===== src/rtl/cpu_seq_pkg.sv =====
// Shared definitions for the CPU M-cycle/T-state sequencer.
// Optional build macro: MEM_HL_EN enables the (HL) memory load/store states.
package cpu_seq_pkg;

  typedef enum logic [2:0] {
    ST_FETCH   = 3'd0,
    ST_OPERAND = 3'd1,
    ST_HALT    = 3'd2
`ifdef MEM_HL_EN
    , ST_MEMRD = 3'd3,
    ST_MEMWR   = 3'd4
`endif
  } seq_state_e;

  localparam logic [1:0] T1 = 2'd0;
  localparam logic [1:0] T2 = 2'd1;
  localparam logic [1:0] T3 = 2'd2;
  localparam logic [1:0] T4 = 2'd3;

  localparam logic [2:0] REG_B = 3'd0;
  localparam logic [2:0] REG_C = 3'd1;
  localparam logic [2:0] REG_D = 3'd2;
  localparam logic [2:0] REG_E = 3'd3;
  localparam logic [2:0] REG_H = 3'd4;
  localparam logic [2:0] REG_L = 3'd5;
  localparam logic [2:0] REG_M = 3'd6;  // HL pair / memory operand
  localparam logic [2:0] REG_A = 3'd7;

  localparam logic [7:0] OP_HALT    = 8'h76;
  localparam logic [7:0] MASK_LD_RR = 8'hC0;
  localparam logic [7:0] PAT_LD_RR  = 8'h40;
  localparam logic [7:0] MASK_LD_RN = 8'hC7;
  localparam logic [7:0] PAT_LD_RN  = 8'h06;

  typedef enum logic [2:0] {
    K_NOP, K_LD_RR, K_LD_RN, K_HALT, K_LD_RM, K_LD_MR
  } instr_e;

  // Classify an opcode; anything unrecognised is treated as NOP.
  function automatic instr_e decode_op(input logic [7:0] op);
    instr_e k;
    k = K_NOP;
    if (op == OP_HALT) begin
      k = K_HALT;
    end else if ((op & MASK_LD_RR) == PAT_LD_RR) begin
      if (op[5:3] != REG_M && op[2:0] != REG_M) k = K_LD_RR;
`ifdef MEM_HL_EN
      else if (op[2:0] == REG_M) k = K_LD_RM;
      else k = K_LD_MR;
`endif
    end else if ((op & MASK_LD_RN) == PAT_LD_RN && op[5:3] != REG_M) begin
      k = K_LD_RN;
    end
    return k;
  endfunction

endpackage


===== src/rtl/cpu_sequencer_if.sv =====
// Memory/register-file control bus between the sequencer and the datapath.
interface cpu_sequencer_if;
  logic [7:0] data_bus_in;
  logic       mem_rd;
  logic       mem_wr;
  logic       drive_addr;
  logic       inc_pc;
  logic [2:0] rd_sel;
  logic       rd_en;
  logic [2:0] wr_sel;
  logic       wr_en;
  logic       writeback;
  logic       data_src;

  modport master (
    input  data_bus_in,
    output mem_rd, mem_wr, drive_addr, inc_pc,
    output rd_sel, rd_en, wr_sel, wr_en, writeback, data_src
  );

  modport slave (
    output data_bus_in,
    input  mem_rd, mem_wr, drive_addr, inc_pc,
    input  rd_sel, rd_en, wr_sel, wr_en, writeback, data_src
  );
endinterface


===== src/rtl/cpu_sequencer_tstate_counter.sv =====
// T-state counter: a 2-bit down-counter of remaining T-states in the M-cycle.
// Reset parks it at T4 so the first clock after reset starts a fresh T1.
module tstate_counter (
  input  logic       clk,
  input  logic       rst,
  output logic [1:0] tstate,
  output logic       m_end
);
  logic [1:0] remain;

  // Reload at terminal count, otherwise count down.
  always_ff @(posedge clk or negedge rst) begin
    if (!rst)              remain <= 2'd0;
    else if (remain == 2'd0) remain <= 2'd3;
    else                   remain <= remain - 2'd1;
  end

  assign tstate = 2'd3 - remain;
  assign m_end  = (remain == 2'd0);
endmodule


===== src/rtl/cpu_sequencer.sv =====
// CPU instruction sequencer: steps FETCH/OPERAND/HALT M-cycles and emits
// registered bus and register-file strobes for each T-state.
// Optional build macro: MEM_HL_EN adds LD r,(HL) and LD (HL),r.
//
// state      | meaning
// FETCH      | M1 opcode fetch, LD r,r executes in its T3-T4
// OPERAND    | immediate byte read for LD r,n
// MEMRD      | (MEM_HL_EN) read from (HL) into register
// MEMWR      | (MEM_HL_EN) write register to (HL)
// HALT       | idle until wake seen at T4
module cpu_sequencer
  import cpu_seq_pkg::*;
(
  input  logic       clk,
  input  logic       rst,
  input  logic       wake,
  output logic       m1t1,
  output logic [1:0] tstate,
  output logic       halted,
  cpu_sequencer_if.master bus
);
  seq_state_e state, nxt_state;
  logic [7:0] ir, ir_nxt;
  instr_e     kind;
  logic       m_end;
  logic [1:0] nxt_t;
  logic       m1t1_n, halted_n, mem_rd_n, mem_wr_n, drive_addr_n, inc_pc_n;
  logic       rd_en_n, wr_en_n, writeback_n, data_src_n;
  logic [2:0] rd_sel_n, wr_sel_n;
  logic       mem_rd_q, mem_wr_q, drive_addr_q, inc_pc_q;
  logic       rd_en_q, wr_en_q, writeback_q, data_src_q;
  logic [2:0] rd_sel_q, wr_sel_q;

  tstate_counter u_tstate (
    .clk    (clk),
    .rst    (rst),
    .tstate (tstate),
    .m_end  (m_end)
  );

  assign nxt_t = tstate + 2'd1;

  // Next state and the output set for the T-state about to begin.
  always_comb begin
    nxt_state    = state;
    ir_nxt       = ir;
    m1t1_n       = 1'b0;
    halted_n     = 1'b0;
    mem_rd_n     = 1'b0;
    mem_wr_n     = 1'b0;
    drive_addr_n = 1'b0;
    inc_pc_n     = 1'b0;
    rd_sel_n     = 3'd0;
    rd_en_n      = 1'b0;
    wr_sel_n     = 3'd0;
    wr_en_n      = 1'b0;
    writeback_n  = 1'b0;
    data_src_n   = 1'b0;
    // IR captures the opcode on the edge ending FETCH T2; T3 outputs need it now.
    if (state == ST_FETCH && tstate == T2) ir_nxt = bus.data_bus_in;
    kind = decode_op(ir_nxt);
    if (m_end) begin
      case (state)
        ST_FETCH: begin
          case (kind)
            K_LD_RN: nxt_state = ST_OPERAND;
            K_HALT:  nxt_state = ST_HALT;
`ifdef MEM_HL_EN
            K_LD_RM: nxt_state = ST_MEMRD;
            K_LD_MR: nxt_state = ST_MEMWR;
`endif
            default: nxt_state = ST_FETCH;
          endcase
        end
        ST_HALT: nxt_state = wake ? ST_FETCH : ST_HALT;
        default: nxt_state = ST_FETCH;
      endcase
    end
    case (nxt_state)
      ST_FETCH: begin
        if (nxt_t == T1) m1t1_n = 1'b1;
        if (nxt_t == T1 || nxt_t == T2) mem_rd_n = 1'b1;
        else if (kind == K_LD_RR) begin
          rd_sel_n    = ir_nxt[2:0];
          rd_en_n     = 1'b1;
          wr_sel_n    = ir_nxt[5:3];
          wr_en_n     = 1'b1;
          writeback_n = (nxt_t == T4);
        end
      end
      ST_OPERAND: begin
        if (nxt_t == T1 || nxt_t == T2) mem_rd_n = 1'b1;
        else begin
          wr_sel_n    = ir_nxt[5:3];
          wr_en_n     = 1'b1;
          data_src_n  = 1'b1;
          writeback_n = (nxt_t == T4);
          inc_pc_n    = (nxt_t == T4);
        end
      end
`ifdef MEM_HL_EN
      ST_MEMRD: begin
        if (nxt_t == T1 || nxt_t == T2) begin
          drive_addr_n = 1'b1;
          rd_sel_n     = REG_M;
          mem_rd_n     = 1'b1;
        end else begin
          wr_sel_n    = ir_nxt[5:3];
          wr_en_n     = 1'b1;
          data_src_n  = 1'b1;
          writeback_n = (nxt_t == T4);
        end
      end
      ST_MEMWR: begin
        if (nxt_t == T1 || nxt_t == T2) begin
          drive_addr_n = 1'b1;
          rd_sel_n     = REG_M;
        end else begin
          rd_sel_n = ir_nxt[2:0];
          rd_en_n  = 1'b1;
          mem_wr_n = 1'b1;
        end
      end
`endif
      ST_HALT: halted_n = 1'b1;
      default: ;
    endcase
  end

  // Register state, IR and all outputs; reset aborts the instruction in flight.
  always_ff @(posedge clk or negedge rst) begin
    if (!rst) begin
      state        <= ST_FETCH;
      ir           <= 8'h00;
      m1t1         <= 1'b0;
      halted       <= 1'b0;
      mem_rd_q     <= 1'b0;
      mem_wr_q     <= 1'b0;
      drive_addr_q <= 1'b0;
      inc_pc_q     <= 1'b0;
      rd_sel_q     <= 3'd0;
      rd_en_q      <= 1'b0;
      wr_sel_q     <= 3'd0;
      wr_en_q      <= 1'b0;
      writeback_q  <= 1'b0;
      data_src_q   <= 1'b0;
    end else begin
      state        <= nxt_state;
      ir           <= ir_nxt;
      m1t1         <= m1t1_n;
      halted       <= halted_n;
      mem_rd_q     <= mem_rd_n;
      mem_wr_q     <= mem_wr_n;
      drive_addr_q <= drive_addr_n;
      inc_pc_q     <= inc_pc_n;
      rd_sel_q     <= rd_sel_n;
      rd_en_q      <= rd_en_n;
      wr_sel_q     <= wr_sel_n;
      wr_en_q      <= wr_en_n;
      writeback_q  <= writeback_n;
      data_src_q   <= data_src_n;
    end
  end

  assign bus.mem_rd     = mem_rd_q;
  assign bus.mem_wr     = mem_wr_q;
  assign bus.drive_addr = drive_addr_q;
  assign bus.inc_pc     = inc_pc_q;
  assign bus.rd_sel     = rd_sel_q;
  assign bus.rd_en      = rd_en_q;
  assign bus.wr_sel     = wr_sel_q;
  assign bus.wr_en      = wr_en_q;
  assign bus.writeback  = writeback_q;
  assign bus.data_src   = data_src_q;
endmodule


===== src/flat_wrapper.sv =====
// flat-port wrapper written by rule: the top's interface ports become plain ports
module cpu_sequencer_flat import cpu_seq_pkg::*;
  (clk, rst, wake, m1t1, tstate, halted, bus_data_bus_in, bus_mem_rd, bus_mem_wr, bus_drive_addr, bus_inc_pc, bus_rd_sel, bus_rd_en, bus_wr_sel, bus_wr_en, bus_writeback, bus_data_src);
  cpu_sequencer_if bus_i ();
  input  logic clk;
  input  logic rst;
  input  logic wake;
  output logic m1t1;
  output logic [1:0] tstate;
  output logic halted;
  input wire logic [$bits(bus_i.data_bus_in)-1:0] bus_data_bus_in;
  output wire logic [$bits(bus_i.mem_rd)-1:0] bus_mem_rd;
  output wire logic [$bits(bus_i.mem_wr)-1:0] bus_mem_wr;
  output wire logic [$bits(bus_i.drive_addr)-1:0] bus_drive_addr;
  output wire logic [$bits(bus_i.inc_pc)-1:0] bus_inc_pc;
  output wire logic [$bits(bus_i.rd_sel)-1:0] bus_rd_sel;
  output wire logic [$bits(bus_i.rd_en)-1:0] bus_rd_en;
  output wire logic [$bits(bus_i.wr_sel)-1:0] bus_wr_sel;
  output wire logic [$bits(bus_i.wr_en)-1:0] bus_wr_en;
  output wire logic [$bits(bus_i.writeback)-1:0] bus_writeback;
  output wire logic [$bits(bus_i.data_src)-1:0] bus_data_src;
  assign bus_i.data_bus_in = bus_data_bus_in;
  assign bus_mem_rd = bus_i.mem_rd;
  assign bus_mem_wr = bus_i.mem_wr;
  assign bus_drive_addr = bus_i.drive_addr;
  assign bus_inc_pc = bus_i.inc_pc;
  assign bus_rd_sel = bus_i.rd_sel;
  assign bus_rd_en = bus_i.rd_en;
  assign bus_wr_sel = bus_i.wr_sel;
  assign bus_wr_en = bus_i.wr_en;
  assign bus_writeback = bus_i.writeback;
  assign bus_data_src = bus_i.data_src;
  cpu_sequencer u_core (.clk(clk), .rst(rst), .wake(wake), .m1t1(m1t1), .tstate(tstate), .halted(halted), .bus(bus_i));
endmodule

===== config.mk =====
export PLATFORM = sky130hd
export DESIGN_NAME = cpu_sequencer_flat
export DESIGN_NICKNAME = d
export VERILOG_FILES = /design/src/rtl/cpu_seq_pkg.sv /design/src/rtl/cpu_sequencer_if.sv /design/src/rtl/cpu_sequencer_tstate_counter.sv /design/src/rtl/cpu_sequencer.sv /design/src/flat_wrapper.sv
export SDC_FILE = /design/constraint.sdc
export NUM_CORES = 1
export LEC_CHECK = 0
export BUFFER_PORTS_ARGS = -buffer_cell sky130_fd_sc_hd__buf_2
export CAP_MARGIN = 20
export CORE_ASPECT_RATIO = 0.9
export CORE_MARGIN = 2
export CORE_UTILIZATION = 56
export DETAILED_ROUTE_END_ITERATION = 8
export PLACE_DENSITY_LB_ADDON = 0.2
export SYNTH_ARGS = -nofsm -noshare
export SYNTH_HDL_FRONTEND = slang
export SYNTH_HIERARCHICAL = 1
export SYNTH_SLANG_ARGS = --single-unit

===== constraint.sdc =====
create_clock -name clk -period 5.99 [get_ports clk]
set_clock_uncertainty 0.2 [all_clocks]
set_input_delay 0.8985 -clock clk [delete_from_list [all_inputs] [get_ports clk]]
set_output_delay 0.8985 -clock clk [all_outputs]
set_load 0.05 [all_outputs]

# Word-level counts from Yosys, hierarchy flattened
# Index checks and enable logic that the tools add are counted.
# totals
regBits,27
input_bits,11
output_inout_bits,18
wordCells,72
# classes
add_sub_neg,3
eq_ne,14
mux,33
n_reduce_logical,9
# op_table
op,count
two-way mux 3 bit,9
two-way mux 1 bit,15
== test 3 x 2 -> 1 bit (second input constant),4
one-hot mux 3 bit (2 select lines),2
== test 8 x 7 -> 1 bit (second input constant),1
two-way mux 8 bit,1
== test 2 x 1 -> 1 bit (second input constant),3
== test 3 x 1 -> 1 bit (second input constant),2
logical NOT 3 bit,2
two-way mux 2 bit,3
inequality test 3 bit (second input constant),2
== test 5 x 3 -> 1 bit (second input constant),1
logical NOT 2 bit,2
one-hot mux 1 bit (2 select lines),2
one-hot mux 2 bit (2 select lines),1
logical AND 1 bit,3
adder 2 x 1 -> 2 bit (second input constant),1
== test 2 bit (second input constant),1
OR reduction 2 bit,1
subtractor 2 x 1 -> 2 bit (second input constant),1
subtractor 2 bit (first input constant),1
logical OR 1 bit,1

# Depth between registers and ports, before layout
# depth
word_depth,16
depth_mapped,10
depth_no_buf,8

# Cells and area by module
# Netlist, hierarchy kept.
# by_module_without_submodules
module,instances,cells_per_inst,area_each_um2,seq_area_each_um2
cpu_sequencer,1,100,1212.4,625.6
tstate_counter,1,7,80.1,50.0

# Least setup slack after synthesis
# OpenSTA, ideal clock, no wires.
# synth_path
kind,reg-to-reg
start,reg u_core.u_tstate.remain[1]
end,reg u_core.writeback_q (netlist: u_core/bus.writeback)
setup_time_ns,0.095
arrival_time_ns,2.088
setup_slack_ns,3.607
path_stages_with_launch,8
n_path_buf,1
period_less_slack_ns,2.383
path_cell_list,dfrtp_1 > inv_1 > ha_1 > nor4b_1 > nand2_1 > o41a_1 > buf_6 > o32ai_2
# synth_via
elab_chain_cells,15
elab_cells_between_ends,33
# synth_rtl
element,line,source
start: declaration,cpu_sequencer_tstate_counter.sv:9,logic [1:0] remain;
start signal: assignment,cpu_sequencer_tstate_counter.sv:15,else remain <= remain - 2'd1;
subtractor 2 bit (*),cpu_sequencer_tstate_counter.sv:18,assign tstate = 2'd3 - remain;
via tstate[1],flat_wrapper.sv:9,output logic [1:0] tstate;
== test 2 x 1 -> 1 bit,cpu_sequencer.sv:60,if (state == ST_FETCH && tstate == T2) ir_nxt = bus.data_bus_in;
logical AND 1 bit,cpu_sequencer.sv:60,
two-way mux 8 bit,cpu_sequencer.sv:60,
"== test 5 x 3 -> 1 bit, or another cell as far along",cpu_seq_pkg.sv:51,end else if ((op & MASK_LD_RN) == PAT_LD_RN && op[5:3] != REG_M) begin
"logical AND 1 bit, on equally long branches","cpu_seq_pkg.sv:51, cpu_seq_pkg.sv:46",
two-way mux 2 bit / two-way mux 1 bit (equally long branches),"cpu_seq_pkg.sv:51, cpu_seq_pkg.sv:46",
two-way mux 3 bit,cpu_seq_pkg.sv:45,end else if ((op & MASK_LD_RR) == PAT_LD_RR) begin
two-way mux 3 bit,cpu_seq_pkg.sv:43,if (op == OP_HALT) begin
== test 3 x 2 -> 1 bit,cpu_sequencer.sv:65,case (kind)
one-hot mux 2 bit (2 select lines),cpu_sequencer.sv:65,
one-hot mux 3 bit (2 select lines),cpu_sequencer.sv:63,case (state)
two-way mux 3 bit,cpu_sequencer.sv:62,if (m_end) begin
== test 3 x 1 -> 1 bit / logical NOT 3 bit (equally long branches),cpu_sequencer.sv:79,case (nxt_state)
one-hot mux 1 bit (2 select lines) (*),cpu_sequencer.sv:79,
via u_core.writeback_n,cpu_sequencer.sv:28,"logic rd_en_n, wr_en_n, writeback_n, data_src_n;"
end signal: assignment,cpu_sequencer.sv:160,writeback_q <= writeback_n;
end: declaration,cpu_sequencer.sv:31,"logic rd_en_q, wr_en_q, writeback_q, data_src_q;"
# The timed path passes the listed nets; every way through them passes the cells marked *.

# Worst setup path after layout
# layout_path
start,reg u_core.u_tstate.remain[0]
end,reg u_core.writeback_q (netlist: u_core/bus.writeback)
# layout_via
elab_chain_cells,15
elab_cells_between_ends,33
# layout_rtl
element,line
subtractor 2 bit,cpu_sequencer_tstate_counter.sv:18
== test 2 x 1 -> 1 bit,cpu_sequencer.sv:60
logical AND 1 bit,cpu_sequencer.sv:60
two-way mux 8 bit,cpu_sequencer.sv:60
"== test 5 x 3 -> 1 bit, or another cell as far along",cpu_seq_pkg.sv:51
"logical AND 1 bit, on equally long branches","cpu_seq_pkg.sv:51, cpu_seq_pkg.sv:46"
two-way mux 2 bit / two-way mux 1 bit (equally long branches),"cpu_seq_pkg.sv:51, cpu_seq_pkg.sv:46"
two-way mux 3 bit,cpu_seq_pkg.sv:45
two-way mux 3 bit,cpu_seq_pkg.sv:43
== test 3 x 2 -> 1 bit,cpu_sequencer.sv:65
one-hot mux 2 bit (2 select lines),cpu_sequencer.sv:65
one-hot mux 3 bit (2 select lines),cpu_sequencer.sv:63
two-way mux 3 bit,cpu_sequencer.sv:62
== test 3 x 1 -> 1 bit / logical NOT 3 bit (equally long branches),cpu_sequencer.sv:79
one-hot mux 1 bit (2 select lines) (*),cpu_sequencer.sv:79
via u_core.writeback_n,cpu_sequencer.sv:28
# Marks and branches as above.

==> results.ini <==
[run_status]
status=finished clean

[power]
switching_share=0.236
ir_worst_vdd_mv=0.142
p_clk_frac=0.266
pwr-share-comb=0.077
p_switching_mw=0.0679
p_per_area_nw_per_um2=200
internal_power_mw=0.220
power_mw=0.288
leakagePower_nw=0.717
p_seq_frac=0.657

[worst_setup_path]
start_kind=flip-flop
cp.required_ns=5.99
cp-end-kind=flip-flop
critPathKind=reg -> reg
crit_fanout=13
crit_arrival_ns=2.49

[sta]
slew_headroom=0.467
period_share=0.417
final.setup.worst_slack_ns=3.49
tightestPinTransition_ns=0.796
setup_violations=0
hold_viol=0
finalMaxSlewViolations=0
layout_min_cycle_time_ns=2.50
max_freq_mhz=401
rsz0062_at_grt=no
tns_ns=0
whs_ns=0.253

[grt]
antenna_found_initial=0
overflow=0
grt_pass1_wl_um=4050
grt_start_max_net_pins=28
grt_pass1_vias=907
grt_usage=0.207

[placed_design]
numPortBuffers=26
place_ws_ns=3.49
post_dp_cell_area_um2=1410
place_inst=156
gp_congestion=0.827
hpwl_um=1790

[clock_tree]
postCtsSetupRepairBufs=0
hold_buffers=0
clkLatencyLatePin_ns=0.32
path_clk_slew_ns=0.13
cts_resized=0
cts_buffer_depth=2
clock_sinks=27
tritoncts=yes
h-tree-depth=1
clockRootBuffer=clkbuf_4
cts_buffers=3

[finish]
fin_cells=160
area_growth_pct=11.2
postLayoutCellArea_um2=1440
utilization=0.659
final_layout_size_suffix_gt1_frac=0.293
num-nets-final=150
n_antenna_cell=0

[synth]
synth_flop_cell=dfrtp_1
yosysUniqueCellTypes=35
synth_seq_cells=27
synth_edf_count=0
synth_cells=107
yosysWarnings=6
async_flop_share=1.00
syn_avg_cell_area_um2=12.1
synthesis.area_um2=1290
ys_seq_area_frac=0.523

[min_path]
hp-class=reg -> reg

[drt]
antenna_left=0
via_per_inst=5.54
drtIter0Drc=14
routed_wl_um=2320
dr.pass1.iters=4
wl_per_cell_um=14.5
detailroute.via_count=886
drcViolationCount=0

[floorplan]
die_height_um=49.6
dieArea_um2=2710
std_cell_rows=16
die_w_um=54.6
core_area_um2=2180
start_util=0.592
pin_count=29

[flow_run]
drv_cap=0

==> layout by cell type, fill, tap and decap left out, drive strengths merged, types with 2 or more instances in the layout <==
cell / netlist / final
dfrtp: 27 / 27
buf: 5 / 26
inv: 11 / 11
mux2: 5 / 5
nand2: 5 / 5
nor2b: 5 / 5
nand2b: 5 / 5
ha: 5 / 5
and3b: 4 / 4
a211oi: 4 / 4
clkbuf: 0 / 4
o21ai: 4 / 4
nor4b: 4 / 4
mux2i: 3 / 3
nor3: 2 / 2
a21oi: 2 / 2
conb: 1 / 2
==> metal layers <==
| metal | part of all wire | global-route usage | vias up |
|---|---|---|---|
| li1 | - | - | 427 |
| met1 | 0.45 | 0.283 | 432 |
| met2 | 0.49 | 0.315 | 23 |
| met3 | 0.043 | 0.0303 | 4 |
| met4 | 0.019 | 0.100 | 0 |
| met5 | 0 | 0 | - |
==> cells in the mapped netlist, drive strengths merged (2+ instances only) <==
| library cell | instances | area share |
|---|---|---|
| dfrtp | 27 | 0.52 |
| inv | 11 | 0.032 |
| buf | 5 | 0.038 |
| ha | 5 | 0.048 |
| mux2 | 5 | 0.044 |
| nand2 | 5 | 0.015 |
| nand2b | 5 | 0.024 |
| nor2b | 5 | 0.024 |
| a211oi | 4 | 0.023 |
| and3b | 4 | 0.027 |
| nor4b | 4 | 0.044 |
| o21ai | 4 | 0.015 |
| mux2i | 3 | 0.023 |
| a21oi | 2 | 0.0077 |
| nor3 | 2 | 0.0077 |
==> cell type report <==
cell class                 count  area, um^2
sequential                    27         676
multi-input combinational     65         531
fill                         185         744
timing repair buffer          26         130
inverter                      11        41.3
clock buffer                   4        26.3
tap                           27        33.8
==> final timing paths <==
kind                                           start                        end  slack [ns]  cells after the start
setup / recovery           u_core/u_tstate/remain[0]       u_core/bus.writeback        3.49                      6
hold reg to reg            u_core/u_tstate/remain[0]  u_core/u_tstate/remain[0]        0.25                      1
min in group asynchronous                        rst          u_core/bus.mem_rd        0.35                      1
hold / removal             u_core/u_tstate/remain[0]  u_core/u_tstate/remain[0]        0.25                      1
max in group asynchronous                        rst            u_core/state[0]        4.87                      1
setup reg to reg           u_core/u_tstate/remain[0]       u_core/bus.writeback        3.49                      6
==> registers in the layout, summed over array words and instances (netlist names) <==
| signal | cells |
|---|---|
| u_core/bus.data_src | 1 |
| u_core/bus.inc_pc | 1 |
| u_core/bus.mem_rd | 1 |
| u_core/bus.rd_en | 1 |
| u_core/bus.rd_sel | 3 |
| u_core/bus.wr_en | 1 |
| u_core/bus.wr_sel | 3 |
| u_core/bus.writeback | 1 |
| u_core/halted | 1 |
| u_core/ir | 8 |
| u_core/m1t1 | 1 |
| u_core/state | 3 |
| u_core/u_tstate/remain | 2 |
==> logic make-up after synthesis <==
group / synth area share
simple gates: 0.197
flops: 0.523
buf+inv: 0.0697
compound gates: 0.0920
mux: 0.0668
fa+ha+maj: 0.0484
other cells: 0.00290
==> power by group through the flow <==
stage	clock network, mW	registers (mW)	logic [mW]
2_1_floorplan	0	0.193	0.0126
3_3_place_gp	0	0.192	0.0215
3_5_place_dp	0	0.192	0.0224
4_1_cts	0.0812	0.189	0.0224
5_1_grt	0.0873	0.190	0.0245
6_report	0.0767	0.189	0.0221
==> critical path: stages, from the launching register on <==
cell and delay (ns):
dfrtp_1 0.40, inv_1 0.13, ha_1 0.18, nor4b_4 0.66, nor4_1 0.19, o21ai_1 0.44, o32ai_2 0.16
Note: power is estimated with default switching activity, not from simulation.
